$ cat src/rtl/pc_seq_pkg.sv
// Shared types for the fetch PC sequencer.
// Redirect sources listed lowest to highest priority.
package pc_seq_pkg;

    localparam int unsigned PC_W = 16;
    localparam logic [PC_W-1:0] RESET_PC = 16'h0000;

    typedef enum logic [2:0] {
        REDIR_SEQ,
        REDIR_BRANCH,
        REDIR_JUMP,
        REDIR_CALL,
        REDIR_RET
    } redir_e;

    // Priority pick: ret, call, jump, taken branch, then fall-through.
    function automatic redir_e redir_pick(
        input logic ret,
        input logic call,
        input logic jump,
        input logic br_taken
    );
        redir_e sel;
        if (ret)
            sel = REDIR_RET;
        else if (call)
            sel = REDIR_CALL;
        else if (jump)
            sel = REDIR_JUMP;
        else if (br_taken)
            sel = REDIR_BRANCH;
        else
            sel = REDIR_SEQ;
        return sel;
    endfunction

endpackage

$ cat src/rtl/return_stack.sv
// Circular return-address stack; a push when full overwrites the oldest.
// Popping an empty stack yields RESET_VAL and sets a sticky underflow flag.
module return_stack #(
    parameter int unsigned DEPTH = 4,
    parameter int unsigned W = 16,
    parameter logic [W-1:0] RESET_VAL = '0
) (
    input  logic         clk,
    input  logic         rst,
    input  logic         push_i,
    input  logic         pop_i,
    input  logic [W-1:0] push_data_i,
    output logic [W-1:0] top_o,
    output logic         empty_o,
    output logic         full_o,
    output logic         underflow_o
);
    import pc_seq_pkg::*;

    localparam int unsigned AW = $clog2(DEPTH);
    localparam int unsigned CW = AW + 1;
    localparam logic [CW-1:0] FULL_CNT = CW'(DEPTH);

    logic [W-1:0]  mem_q [DEPTH];
    logic [AW-1:0] ptr_q;
    logic [AW-1:0] ptr_d;
    logic [CW-1:0] count_q;
    logic [CW-1:0] count_d;
    logic          empty_q;
    logic          full_q;
    logic          under_q;
    logic          under_d;

    // Next pointer/count; push and pop are never both set by the parent.
    always_comb begin
        ptr_d   = ptr_q;
        count_d = count_q;
        under_d = under_q;
        if (push_i) begin
            ptr_d = ptr_q + AW'(1);
            if (count_q != FULL_CNT)
                count_d = count_q + CW'(1);
        end else if (pop_i) begin
            if (count_q != '0) begin
                ptr_d   = ptr_q - AW'(1);
                count_d = count_q - CW'(1);
            end else begin
                under_d = 1'b1;
            end
        end
    end

    // Stack storage, pointer and status flags registered from next count.
    always_ff @(posedge clk or posedge rst) begin
        if (rst) begin
            ptr_q   <= '0;
            count_q <= '0;
            empty_q <= 1'b1;
            full_q  <= 1'b0;
            under_q <= 1'b0;
            for (int i = 0; i < int'(DEPTH); i++)
                mem_q[i] <= '0;
        end else begin
            ptr_q   <= ptr_d;
            count_q <= count_d;
            empty_q <= (count_d == '0);
            full_q  <= (count_d == FULL_CNT);
            under_q <= under_d;
            if (push_i)
                mem_q[ptr_q] <= push_data_i;
        end
    end

    assign top_o = (count_q == '0) ? RESET_VAL : mem_q[ptr_q - AW'(1)];
    assign empty_o = empty_q;
    assign full_o = full_q;
    assign underflow_o = under_q;

endmodule

$ cat src/rtl/pc_sequencer.sv
// Fetch PC sequencer: picks next PC and flushes the wrong-path fetch.
// Build option PC_RAS_EN adds a return-address stack for ret targets.
module pc_sequencer #(
    parameter int unsigned PC_W = pc_seq_pkg::PC_W,
    parameter int unsigned RAS_DEPTH = 4,
    parameter logic [PC_W-1:0] RESET_PC = pc_seq_pkg::RESET_PC
) (
    input  logic            clk,
    input  logic            rst,
    input  logic            stall,
    input  logic [PC_W-1:0] id_pc,
    input  logic            branch_valid,
    input  logic            branch_taken,
    input  logic [PC_W-1:0] branch_target,
    input  logic            jump_valid,
    input  logic            call_valid,
    input  logic [PC_W-1:0] jump_target,
    input  logic            ret_valid,
    input  logic [PC_W-1:0] ret_addr,
    output logic [PC_W-1:0] pc,
    output logic            flush,
    output logic            ras_empty,
    output logic            ras_full,
    output logic            ras_underflow
);
    import pc_seq_pkg::*;

    logic [PC_W-1:0] pc_q;
    logic [PC_W-1:0] pc_d;
    logic [PC_W-1:0] ret_tgt;
    redir_e          sel;

    assign sel = redir_pick(ret_valid, call_valid, jump_valid,
                            branch_valid & branch_taken);

`ifdef PC_RAS_EN
    logic            ras_push;
    logic            ras_pop;
    logic [PC_W-1:0] ras_top;
    logic            unused_ret_addr;

    assign ras_push = (sel == REDIR_CALL) & ~stall;
    assign ras_pop  = (sel == REDIR_RET) & ~stall;
    assign ret_tgt  = ras_top;
    assign unused_ret_addr = ^ret_addr;

    return_stack #(
        .DEPTH     (RAS_DEPTH),
        .W         (PC_W),
        .RESET_VAL (RESET_PC)
    ) u_ras (
        .clk         (clk),
        .rst         (rst),
        .push_i      (ras_push),
        .pop_i       (ras_pop),
        .push_data_i (id_pc + PC_W'(1)),
        .top_o       (ras_top),
        .empty_o     (ras_empty),
        .full_o      (ras_full),
        .underflow_o (ras_underflow)
    );
`else
    logic unused_id_pc;

    assign ret_tgt = ret_addr;
    assign ras_empty = 1'b1;
    assign ras_full = 1'b0;
    assign ras_underflow = 1'b0;
    assign unused_id_pc = ^id_pc;
`endif

    // Next-PC mux; a stall freezes the PC and suppresses the flush.
    always_comb begin
        pc_d  = pc_q + PC_W'(1);
        flush = 1'b0;
        unique case (sel)
            REDIR_RET:    pc_d = ret_tgt;
            REDIR_CALL:   pc_d = jump_target;
            REDIR_JUMP:   pc_d = jump_target;
            REDIR_BRANCH: pc_d = branch_target;
            default:      pc_d = pc_q + PC_W'(1);
        endcase
        if (stall)
            pc_d = pc_q;
        else if (!rst && sel != REDIR_SEQ)
            flush = 1'b1;
    end

    // Fetch PC register.
    always_ff @(posedge clk or posedge rst) begin
        if (rst)
            pc_q <= RESET_PC;
        else
            pc_q <= pc_d;
    end

    assign pc = pc_q;

endmodule

$ cat config.mk
export PLATFORM = sky130hd
export DESIGN_NAME = pc_sequencer
export DESIGN_NICKNAME = d
export VERILOG_FILES = /design/src/rtl/pc_seq_pkg.sv /design/src/rtl/return_stack.sv /design/src/rtl/pc_sequencer.sv
export SDC_FILE = /design/constraint.sdc
export NUM_CORES = 1
export LEC_CHECK = 0
export ABC_AREA = 1
export CAP_MARGIN = 20
export CORE_UTILIZATION = 40
export CTS_CLUSTER_DIAMETER = 60
export DETAILED_ROUTE_END_ITERATION = 12
export GPL_TIMING_DRIVEN = 0
export HOLD_SLACK_MARGIN = 0.03
export PLACE_DENSITY = 0.95
export SYNTH_ARGS = -nofsm -noshare
export SYNTH_HDL_FRONTEND = slang
export SYNTH_SLANG_ARGS = --single-unit
$ cat constraint.sdc
create_clock -name clk -period 3.4 [get_ports clk]
set_input_delay 0.68 -clock clk [delete_from_list [all_inputs] [get_ports clk]]
set_output_delay 0.68 -clock clk [all_outputs]
set_load 0.02 [all_outputs]
## Word-level counts from Yosys, hierarchy flattened

Index checks and enable logic that the tools add are counted.

- Shifts and indexed selects: 0
- Bitwise operators: 1
- Mux-type cells: 7
- Div/mod/pow operators: 0
- Order comparisons: 0
- Equal/unequal tests: 4
- Reductions and logical operators: 4
- $mul: 0
- $add $sub $neg: 1

Operator list:

| cell | number |
|---|---|
| $pmux 16 s3 | 1 |
| $add 16x1->16 const B | 1 |
| $eq 3x2->1 const B | 2 |
| $mux 2 | 2 |
| $eq 3x1->1 const B | 1 |
| $eq 3x3->1 const B | 1 |
| $mux 1 | 3 |
| $mux 3 | 1 |
| $reduce_bool 3->1 | 1 |
| $reduce_or 2->1 | 1 |
| $and 1x1->1 | 1 |
| $logic_and 1x1->1 | 1 |
| $logic_not 1->1 | 1 |

- Flip-flop bits (word level): 16
- Bits in writable memories: 0
- Bits in latches: 0
- Memories: 0
- Bits of input ports: 72
- Memory bits (read-only): 0

## Logic depth before layout (Yosys ltp)

Gate-level depths: netlist of the first run.

- Depth in word-level cells: 9
- Depth in mapped cells: 10
- Gate-level depth less buffers: 9

## Worst setup path before layout of the first run

OpenSTA, ideal clock, no wires.

- Path kind: input-to-output
- From: input port ret_valid
- To: output port flush
- Data required time: 2720 ps
- Data arrival time: 1447 ps
- Slack: 1273 ps
- Cell stages on the path: 7
- Path through: buf_6 -> inv_2 -> nand2_4 -> inv_2 -> nand2_4 -> nand2_4 -> nor2_1

- Longest elaborated chain between the ends: 5

RTL lines:

| what | line | text |
|---|---|---|
| start: declaration | pc_sequencer.sv:18 | `input logic ret_valid,` |
| $mux 3 | pc_seq_pkg.sv:24 | `if (ret)` |
| $reduce_bool 3->1 | pc_sequencer.sv:85 | `else if (!rst && sel != REDIR_SEQ)` |
| $logic_and 1x1->1 | pc_sequencer.sv:85 |  |
| $mux 1 | pc_sequencer.sv:85 |  |
| $mux 1 | pc_sequencer.sv:83 | `if (stall)` |
| end: declaration | pc_sequencer.sv:21 | `output logic flush,` |

Every way passes these cells.

## Final worst setup path of the first run

- From: input port jump_valid
- To: output port flush

- Longest elaborated chain between the ends: 7

RTL lines:

| what | line | text |
|---|---|---|
| start: declaration | pc_sequencer.sv:15 | `input logic jump_valid,` |
| $mux 2 | pc_seq_pkg.sv:28 | `else if (jump)` |
| $mux 2 | pc_seq_pkg.sv:26 | `else if (call)` |
| $mux 3 | pc_seq_pkg.sv:24 |  |
| $reduce_bool 3->1 | pc_sequencer.sv:85 |  |
| $logic_and 1x1->1 | pc_sequencer.sv:85 |  |
| $mux 1 | pc_sequencer.sv:85 |  |
| $mux 1 | pc_sequencer.sv:83 |  |

Every way passes these cells.

==> results of run 1 <==
[cells in the final DEF (no fill, tap or decap), drive strengths merged]
cell,synthesis,routed
nand2,93,93
clkdlybuf4s50,0,70
nor2,38,38
nand3,27,27
inv,17,17
dfrtp,16,16
o21ai,15,15
buf,10,10
a21oi,9,9
nand4,4,4
conb,2,3
clkbuf,0,3
nor3,2,2
o211ai,2,2
nor3b,1,1
a22oi,1,1
xor2,1,1
o311ai,1,1
clkinv,1,1
a21boi,1,1
nor4,1,1
ha,1,1
[worst min-delay path by stage]
stage	start	to	cells past startpoint
final	pc[15]	pc[15]	2
after global routing	pc[15]	pc[15]	2
after global placement	pc[15]	pc[15]	2
after floorplan	rst	pc[0]	1
after detailed placement	pc[15]	pc[15]	2
after CTS	pc[15]	pc[15]	2
[synth_stat cells, drive strengths merged, types with 2 or more instances]
library cell / instances
nand4: 4
dfrtp: 16
a21oi: 9
inv: 17
nor3: 2
nor2: 38
nand3: 27
nand2: 93
buf: 10
conb: 2
o211ai: 2
o21ai: 15
[through the flow]
step,hold WS [ns],utilization (%),power (mW),instance area (um2),setup WS [ns]
3_5_place_dp,0.564,65.4,0.530,2270,0.394
5_1_grt,0.625,66.6,0.715,2310,0.297
6_report,0.574,66.6,0.672,2310,0.388
4_1_cts,0.578,66.6,0.673,2310,0.390
3_3_place_gp,0.552,65.4,0.522,2270,0.409
2_1_floorplan,0.594,-,0.389,1510,1.27
[power groups by stage]
stage | registers (mW) | logic [mW] | clock network (mW)
floorplan | 0.274 | 0.114 | 0
global placement | 0.252 | 0.270 | 0
detailed placement | 0.253 | 0.277 | 0
CTS | 0.250 | 0.278 | 0.146
global route | 0.255 | 0.304 | 0.156
finish | 0.251 | 0.277 | 0.144
[routing by layer]
metal / part of all wire [%] / vias to the layer above / GRT usage [%]
li1: - / 931 / -
met1: 42 / 801 / 29.2
met2: 48 / 104 / 38.4
met3: 7.6 / 11 / 1.99
met4: 2.6 / 0 / 10.5
met5: 0 / - / 0
[tightest hold or removal path: stages, from the launching register on]
cell     delay, ns
dfrtp_1       0.38
nor2_1        0.07
a21oi_2       0.09
[cell families after synthesis]
kind of cell,after synthesis
AO/OA/AOI/OAI,29
AND/OR/NAND/NOR,166
adder cells (fa/ha/maj),1
flip-flops,16
buffers and inverters,28
other,2
XOR/XNOR,1
[layout make-up]
type	instances	area, um2
buffer	10	72.6
sequential	16	400
multi-input combinational	200	966
timing repair buffer	70	701
fill	299	1160
tap	46	57.6
inverter	18	72.6
clock buffer	3	41.3
==> summary.txt, run 1 <==
Outcome
  – Status: finished, final reports clean

Placement
  – IO Port Bufs: 70
  – Routability congestion estimate from global placement: 0.909
  – Dpl cells: 360
  – Dpl hpwl: 3470 um

Pwr
  – Pleak: 1.03 nW
  – Maximum vdd drop: 0.000116 V
  – Cell Pwr Density: 291 mW/mm2
  – Sequential share of power: 37.3%
  – Psw: 0.239 mW
  – Clock Power Share: 21.5%
  – Comb pwr share: 41.2%
  – P_int: 0.434 mW
  – Switching share of total power: 35.5%

Finish
  – Max reg flops: 16
  – Layout Nets: 392
  – Antenna Cells: 0
  – Non-Filler Instances: 363
  – Share of cells above drive strength 1: 11.4%
  – Area delta synth->final: 53.3%

Timing
  – Clock Skews: 0.00377 ns
  – F_max: 332 MHz
  – RSZ-0062 raised after global routing: no
  – Setup violators final: 0
  – Slew HR: 57.9%
  – Worst slew pin tran: 0.631 ns
  – Slew Viols, Final: 0
  – Final worst path period need: 3.01 ns
  – Setup_tns: 0 ns
  – Final Cycle Share: 88.6%
  – Hold Violations, Final: 0

Critical path
  – Crit path kind: primary input to output pin
  – Worst Path Buf+Inv: 3
  – CP cell instances: clkdlybuf4s50_1, nor2_4, nand2_4, inv_2, nand2_4, nand2_4, nor2_1, clkdlybuf4s50_1
  – Slowest cell on the critical path: clkdlybuf4s50_1
  – Startpoint Class: primary input
  – Critical Path Sink Type: output pin
  – Reg-to-Reg End: pc[4]
  – CP Depth: 8
  – Critical Path Fanout Max: 8
  – Req. time, crit path: 2.72 ns
  – Crit path arrival time: 2.33 ns
  – R2R setup slack: 2.00 ns
  – Crit path top cell by count: nand2_4
  – Critical path endpoint: flush
  – Worst reg-to-reg path cell count: 7
  – FF-to-FF Start: pc[0]
  – CP Launch Point: jump_valid
  – Slowest cell delay on critical path: 0.60 ns
  – CP delay by family, top: buffers and inverters

Global route
  – Global-route usage over all layers: 22.8%
  – Number of global-route vias before repair: 1,689
  – Gr ovfl total: 0
  – First-pass GRT wire length: 7310 um
  – Largest net degree at the start of global routing: 17
  – Initial antenna violation count: 0

Synth
  – Biggest area consumer among synthesized cells: dfrtp_1
  – Largest family of logic cells by synthesized area: simple AND/OR/NAND/NOR gates
  – Post-synthesis cell count: 243
  – Area contributors post-synth: dfrtp_1 27%, nand2_1 21%, nand3_1 9.0%
  – Synth Register Bits: 16
  – Mapped cell area: 0.00151 mm2
  – Xor and xnor area share after synthesis: 0.581%
  – Register area share after synthesis: 26.6%
  – Mux cell area share after synthesis: 0%
  – Distinct cells, synth: 29
  – Yosys top cell area share: 26.6%
  – Complex-gate fraction of the synthesized area: 11.1%
  – Yosys warnings: 0
  – Avg Inst Size Synth: 6.20 um2
  – Asr flop ratio synth: 100%
  – Adder-Cell Fraction of Synth Area: 0.830%
  – EDFF count, synth: 0
  – Synth Area in Simple Gates: 50.8%
  – Main synth FF type: dfrtp_1

CTS
  – Root buf cell: clkbuf_8
  – Post-CTS Setup Repair Bufs: 0
  – Later-pin clock latency in the skew report: 0.25 ns
  – CTS-repair resized insts: 0
  – Reg clk slew, reported paths: 0.06 ns
  – Number of clock sinks: 16
  – Longest Clk Path Bufs: 2
  – Hold-fix buffers, CTS: 0
  – CTS tree: yes
  – Num CTS Buffers: 3
  – CTS H-Tree Depth: 1

Drt
  – Final ANT Viol Nets: 0
  – DRT Pass-1 Iters: 4
  – DRC Markers: 0
  – Total Wirelength: 4300 um
  – DR iter-0 viols: 111
  – WL/cell: 11.8 um
  – Routed vias: 1,847
  – Via density: 5.09

Floorplan
  – # rows: 21
  – Starting Density: 43.5%
  – Die Ht: 63.4 um
  – IO Pins: 92
  – Die ar.: 0.00402 mm2
  – Die Wd: 63.4 um
  – Placeable Area: 0.00347 mm2

Min path
  – Hold Path Class: register to register

Run
  – Max-cap violation count: 0
(Power assumes the default switching activity.)
==> inputs of run 2 (changes only) <==
Settings changed: GPL_ROUTABILITY_DRIVEN from default to 0.
==> results of run 2 <==
Final layout, timing and power as in run 1 (identical DEF).
